===== src/rtl/lab3_mem_refill_arbiter.sv =====
// Purpose : merges the cacheline memreq streams of two blocking caches (port 0 = icache,
//           port 1 = dcache) onto one memory port and routes responses back in order.
// Latency : zero cycles on both paths. Requests and responses pass straight through.
// Backpressure: a request is accepted only while the in-order ID FIFO has room.
//           A response is accepted only when the owning cache is ready.
//
// Ports:
//   clk, reset             clock and synchronous active-high reset
//   req0_* / req1_*        val/rdy/msg request inputs from icache / dcache
//   memreq_*               val/rdy/msg granted request toward memory
//   memresp_*              val/rdy/msg response from memory
//   resp0_* / resp1_*      val/rdy/msg responses back to icache / dcache
//   num_grants0/1, num_stall  32-bit statistics counters, present only when
//                          LAB3_MEM_ARB_STATS_EN is defined
//
// Messages are opaque bit vectors and are never modified.

module lab3_mem_refill_arbiter #(
   parameter int p_req_nbits       = 175,
   parameter int p_resp_nbits      = 145,
   parameter int p_num_outstanding = 2
)(
   input  logic                    clk,
   input  logic                    reset,

   input  logic                    req0_val,
   output logic                    req0_rdy,
   input  logic [p_req_nbits-1:0]  req0_msg,

   input  logic                    req1_val,
   output logic                    req1_rdy,
   input  logic [p_req_nbits-1:0]  req1_msg,

   output logic                    memreq_val,
   input  logic                    memreq_rdy,
   output logic [p_req_nbits-1:0]  memreq_msg,

   input  logic                    memresp_val,
   output logic                    memresp_rdy,
   input  logic [p_resp_nbits-1:0] memresp_msg,

   output logic                    resp0_val,
   input  logic                    resp0_rdy,
   output logic [p_resp_nbits-1:0] resp0_msg,

   output logic                    resp1_val,
   input  logic                    resp1_rdy,
   output logic [p_resp_nbits-1:0] resp1_msg
`ifdef LAB3_MEM_ARB_STATS_EN
   ,
   output logic [31:0]             num_grants0,
   output logic [31:0]             num_grants1,
   output logic [31:0]             num_stall
`endif
);

   localparam int PTR_W = (p_num_outstanding > 1) ? $clog2(p_num_outstanding) : 1;
   localparam int CNT_W = $clog2(p_num_outstanding + 1);
   localparam logic [PTR_W-1:0] PTR_LAST = PTR_W'(p_num_outstanding - 1);
   localparam logic [CNT_W-1:0] CNT_MAX  = CNT_W'(p_num_outstanding);

   // ---------------------------------------------------------------------
   // State
   // ---------------------------------------------------------------------
   logic                         prio_reg;   // port favoured on a tie
   logic [p_num_outstanding-1:0] id_fifo;    // one bit per outstanding request: issuing port
   logic [PTR_W-1:0]             enq_ptr;
   logic [PTR_W-1:0]             deq_ptr;
   logic [CNT_W-1:0]             count;

   logic fifo_full;
   logic fifo_empty;
   logic any_val;
   logic grant;
   logic head;
   logic req_fire;
   logic resp_fire;

   function automatic logic [PTR_W-1:0] ptr_next(input logic [PTR_W-1:0] p);
      return (p == PTR_LAST) ? '0 : p + PTR_W'(1);
   endfunction

   assign fifo_full  = (count == CNT_MAX);
   assign fifo_empty = (count == '0);
   assign head       = id_fifo[deq_ptr];

   // ---------------------------------------------------------------------
   // Request path
   // ---------------------------------------------------------------------
   // The tie-break only matters when both ports are valid. With neither valid, grant
   // defaults to 0, so req0_rdy still reflects downstream readiness. It depends on
   // the request valids only through grant selection.
   always_comb begin
      any_val = req0_val | req1_val;
      grant   = 1'b0;
      if (req0_val && req1_val) grant = prio_reg;
      else if (req1_val)        grant = 1'b1;
   end

   assign memreq_val = any_val & ~fifo_full;
   assign memreq_msg = !any_val ? '0 : (grant ? req1_msg : req0_msg);
   assign req0_rdy   = memreq_rdy & ~fifo_full & (grant == 1'b0);
   assign req1_rdy   = memreq_rdy & ~fifo_full & (grant == 1'b1);
   assign req_fire   = memreq_val & memreq_rdy;

   // ---------------------------------------------------------------------
   // Response path: memory returns in request order, so the FIFO head names the owner
   // ---------------------------------------------------------------------
   assign resp0_val   = memresp_val & ~fifo_empty & (head == 1'b0);
   assign resp1_val   = memresp_val & ~fifo_empty & (head == 1'b1);
   assign resp0_msg   = memresp_msg;
   assign resp1_msg   = memresp_msg;
   assign memresp_rdy = ~fifo_empty & (head ? resp1_rdy : resp0_rdy);
   assign resp_fire   = memresp_val & memresp_rdy;

   // ---------------------------------------------------------------------
   // Sequential state. A full FIFO blocks enqueue even in a cycle that dequeues,
   // so there is no combinational path from memresp to the request ports.
   // ---------------------------------------------------------------------
   always_ff @(posedge clk) begin
      if (reset) begin
         prio_reg <= 1'b0;
         id_fifo  <= '0;
         enq_ptr  <= '0;
         deq_ptr  <= '0;
         count    <= '0;
      end else begin
         if (req_fire) begin
            id_fifo[enq_ptr] <= grant;
            enq_ptr          <= ptr_next(enq_ptr);
            prio_reg         <= ~grant;
         end
         if (resp_fire) begin
            deq_ptr <= ptr_next(deq_ptr);
         end
         case ({req_fire, resp_fire})
            2'b10:   count <= count + CNT_W'(1);
            2'b01:   count <= count - CNT_W'(1);
            default: count <= count;
         endcase
      end
   end

`ifdef LAB3_MEM_ARB_STATS_EN
   // Counters wrap naturally modulo 2^32.
   always_ff @(posedge clk) begin
      if (reset) begin
         num_grants0 <= '0;
         num_grants1 <= '0;
         num_stall   <= '0;
      end else begin
         if (req_fire && !grant) num_grants0 <= num_grants0 + 32'd1;
         if (req_fire &&  grant) num_grants1 <= num_grants1 + 32'd1;
         if (any_val && !req_fire) num_stall <= num_stall + 32'd1;
      end
   end
`endif

   // A response with nothing outstanding cannot be routed and indicates a broken memory model.
   a_no_stray_resp: assert property (@(posedge clk) disable iff (reset)
                                     !(memresp_val && fifo_empty));

endmodule


===== config.mk =====
export PLATFORM = sky130hd
export DESIGN_NAME = lab3_mem_refill_arbiter
export DESIGN_NICKNAME = d
export VERILOG_FILES = /design/src/rtl/lab3_mem_refill_arbiter.sv
export SDC_FILE = /design/constraint.sdc
export NUM_CORES = 1
export LEC_CHECK = 0
export CORE_AREA = 2 2 379 381
export DETAILED_ROUTE_END_ITERATION = 16
export DIE_AREA = 0 0 381 383
export PLACE_DENSITY = 0.36
export SYNTH_ARGS = -nofsm -noshare
export SYNTH_HDL_FRONTEND = slang
export SYNTH_SLANG_ARGS = --single-unit

===== constraint.sdc =====
create_clock -name clk -period 2.2 [get_ports clk]
set_input_delay 0.66 -clock clk [delete_from_list [all_inputs] [get_ports clk]]
set_output_delay 0.66 -clock clk [all_outputs]
set_load 0.02 [all_outputs]

==> impl_metrics.env <==
export IMPL_outcome="complete, but fails checks"
export IMPL_failed_checks="negative setup slack"
export IMPL_post_route_drc_count=0
export IMPL_utilization=0.09994
export IMPL_fill_cells=16730
export IMPL_place_congestion=0.7985
export IMPL_route_detailed_vias_per_inst=2.192
export IMPL_fin_worst_skew_ns=0.002212
export IMPL_layout_cells_non_filler=3169
export IMPL_rsz0062_at_grt="true"
export IMPL_clock_path_buffers=2
export IMPL_design_final_nets=1770
export IMPL_root_cell_of_the_clock_tree="sky130_fd_sc_hd__clkbuf_16"
export IMPL_first_iter_violations=136
export IMPL_post_route_worst_setup_slack_ns=-0.4719
export IMPL_io_pins=974
export IMPL_grt_pass1_wl_mm=73.64
export IMPL_synthDominantCellAreaShare=0.3694
export IMPL_yosys_cell_types_count=31
export IMPL_path_max_fanout=6
export IMPL_clk_insertion_delay_late_ns=0.23
export IMPL_cap_viol_max_count=0
export IMPL_initial_cell_density_of_the_core=0.04214
export IMPL_hold_viol_final=0
export IMPL_hold_path_sink="id_fifo[1]"
export IMPL_timing_critical_path_arrival_ns=2.01
export IMPL_placement_io_buffers=538
export IMPL_worst_r2r_path_depth=6
export IMPL_timing_final_setup_violations=176
export IMPL_tightest_slew_ns=0.3646
export IMPL_grt_remaining_overflow=0
export IMPL_overall_die_width_um=381
export IMPL_standard_cell_core_area_um2=142300
export IMPL_placedInstanceArea_um2=12740
export IMPL_critical_path_endpoint_type="output pin"
export IMPL_critical_path_class="in2out"
export IMPL_routed_wl_per_cell_um=18.81
export IMPL_reg_largest_list="count: 2 flops, id_fifo: 2 flops"
export IMPL_power_static_leakage_uw=0.006196
export IMPL_reg2reg_slack_ns=0.33
export IMPL_setup_tns_final_ns=-62.45
export IMPL_grt_util_all_layers=0.07647
export IMPL_cts_made_buffers=3
export IMPL_vdd_ir_drop_worst_v=0.0001719
export IMPL_grt_max_degree=44
export IMPL_timing_rr_start="deq_ptr"
export IMPL_min_period_over_period=1.215
export IMPL_final_design_area_no_fill_um2=14220
export IMPL_netlist_area_um2=5994
export IMPL_area_enclosed_by_the_die_boundary_um2=145900
export IMPL_cellPowerDensity_nw_per_um2=270.2
export IMPL_min_delay_start="id_fifo[1]"
export IMPL_grt_antenna_before_repair=24
export IMPL_area_occupied_by_multi_input_gates_um2=3612
export IMPL_detailed_placement_wirelength_estimate_mm=51.95
export IMPL_hold_path_class="reg2reg"
export IMPL_vias=6945
export IMPL_tritoncts="built"
export IMPL_timing_hold_worst_path_depth=2
export IMPL_synthTopCellsByArea="sky130_fd_sc_hd__buf_4 (37%), sky130_fd_sc_hd__mux2i_1 (30%), sky130_fd_sc_hd__inv_1 (11%)"
export IMPL_final_max_slew_viol_count=0
export IMPL_layout_drive_gt1_share=0.3431
export IMPL_clkSinkCount=7
export IMPL_regArea_um2=140.1
export IMPL_cts_hold_fix_buffers=0
export IMPL_placedCellCount=3087
export IMPL_max_freq_mhz=374.3
export IMPL_cts_htree_levels=1
export IMPL_cts_reportedPaths_clkPinSlew_ns=0.04
export IMPL_grt_pass1_vias=7141
export IMPL_drt_pre_antenna_iters=4
export IMPL_routed_wl_mm=59.62
export IMPL_synth_area_leader_cell="sky130_fd_sc_hd__buf_4"
export IMPL_shortest_clock_period_the_worst_path_allows_after_layout_ns=2.672
export IMPL_die_height_um=383
export IMPL_drtAntennaViolNets=0
export IMPL_syn_num_nets=1410
export IMPL_critPathRequiredTime_ns=1.54
export IMPL_floorplan_rows=139
export IMPL_synth_warning_count=0
export IMPL_r2r_end="count[1]"
export IMPL_register_area_share_after_synthesis=0.02338
export IMPL_syn_instance_count=906
export IMPL_dpl_worst_slack_ns=-1.263
export IMPL_max_slew_margin_rel=0.7564
export IMPL_synth_seq_cells=7
export IMPL_relative_area_change_from_synthesis_to_final_layout_pct=137.2
export IMPL_cp_start_kind="input port"
export IMPL_avgSynthCellArea_um2=6.616
[metrics by stage]
stage | hold slack, ns | total power (uW)
floorplan | 0.4458 | 2207
global placement | 0.4811 | 3128
detailed placement | 0.4806 | 3119
CTS | 0.4891 | 3836
global route | 0.5275 | 4068
finish | 0.4856 | 3842
[final cells by class]
class                      count  area share
antenna                        1   0.0001760
inverter                     178     0.04735
sequential                     7    0.009857
clock buffer                   4    0.005544
multi-input combinational    390      0.2541
timing repair buffer         686      0.5155
tap                         1903      0.1675
[Yosys cell counts, drive strengths merged]
cell type    n
buf        314
mux2i      180
inv        178
nand2      177
clkbuf      17
nor2         8
dfxtp        7
o21ai        4
nor2b        3
o211ai       3
a21oi        1
a311oi       1
a31oi        1
and2         1
ha           1
mux2         1
nand2b       1
nand4b       1
nor3         1
nor4         1
o21a         1
o31a         1
or3          1
xnor2        1
xor2         1
[power by group]
part	switching (uW)	total (uW)	internal, uW
Clock	71.2	313	241
Sequential	11.0	156	145
Combinational	1450	3370	1930
[timing repair]
action / 4_1_cts / 5_1_grt
buffers inserted: 55 / 28
pin swaps: 3 / 5
gates cloned: 9 / 1
endpoints found under the setup margin: 182 / 181
resized for setup: 939 / 94
hold endpoints to repair: 0 / 0
[cells in the final DEF (no fill, tap or decap), drive strengths merged]
| cell type | netlist | layout |
|---|---|---|
| or3 | 1 | 1 |
| nor2 | 8 | 8 |
| dlygate4sd2 | 0 | 1 |
| nand2b | 1 | 1 |
| clkdlybuf4s15 | 0 | 1 |
| clkbuf | 17 | 5 |
| mux2i | 180 | 180 |
| mux2 | 1 | 1 |
| xnor2 | 1 | 1 |
| clkdlybuf4s50 | 0 | 353 |
| nor3 | 1 | 1 |
| nor4 | 1 | 1 |
| inv | 178 | 178 |
| buf | 314 | 329 |
| o21ai | 4 | 4 |
| o211ai | 3 | 3 |
| nor2b | 3 | 3 |
| o31a | 1 | 1 |
| dlymetal6s2s | 0 | 1 |
| a311oi | 1 | 1 |
| a31oi | 1 | 1 |
| a21oi | 1 | 1 |
| ha | 1 | 1 |
| o21a | 1 | 1 |
| dfxtp | 7 | 7 |
| and2 | 1 | 1 |
| diode | 0 | 1 |
| xor2 | 1 | 1 |
| nand4b | 1 | 1 |
| nand2 | 177 | 177 |
[worst max-delay path, stage by stage]
cell and delay, ns:
sky130_fd_sc_hd__buf_12 0.10, sky130_fd_sc_hd__inv_6 0.03, sky130_fd_sc_hd__o21ai_4 0.13, sky130_fd_sc_hd__buf_12 0.15
sky130_fd_sc_hd__buf_16 0.14, sky130_fd_sc_hd__buf_12 0.14, sky130_fd_sc_hd__buf_16 0.14, sky130_fd_sc_hd__mux2i_2 0.19
sky130_fd_sc_hd__buf_4 0.18, sky130_fd_sc_hd__buf_12 0.11
[logic make-up (layout without fill, tap and decap cells)]
logic type / after synthesis / in the layout / share of synthesized area
other: 0 / 1 / 0
AOI/OAI and AO/OA: 12 / 12 / 0.01315
muxes: 181 / 181 / 0.3031
xor gates and xnor gates: 2 / 2 / 0.002923
and+or+nand+nor: 194 / 194 / 0.1254
adders and majority gates: 1 / 1 / 0.002087
buffers and inverters: 509 / 868 / 0.5300
DFF: 7 / 7 / 0.02338
[how the worst max path moves through the flow]
| stage | startpoint | to | slack [ns] |
|---|---|---|---|
| 2_1_floorplan | req0_val | memreq_msg[120] | -0.25 |
| 3_3_place_gp | req1_val | memreq_msg[63] | -1.27 |
| 3_5_place_dp | req1_val | memreq_msg[63] | -1.26 |
| 4_1_cts | req0_val | memreq_msg[63] | -0.64 |
| 5_1_grt | req0_val | memreq_msg[83] | -0.55 |
| 6_report | req0_val | memreq_msg[31] | -0.47 |
[per-layer routing]
metal,GRT usage,wire length [um]
met1,0.06755,17840
met2,0.1311,28730
met3,0.07064,12020
met4,0.005270,655
met5,0.01554,369
Note: power is estimated with default switching activity, not from simulation.
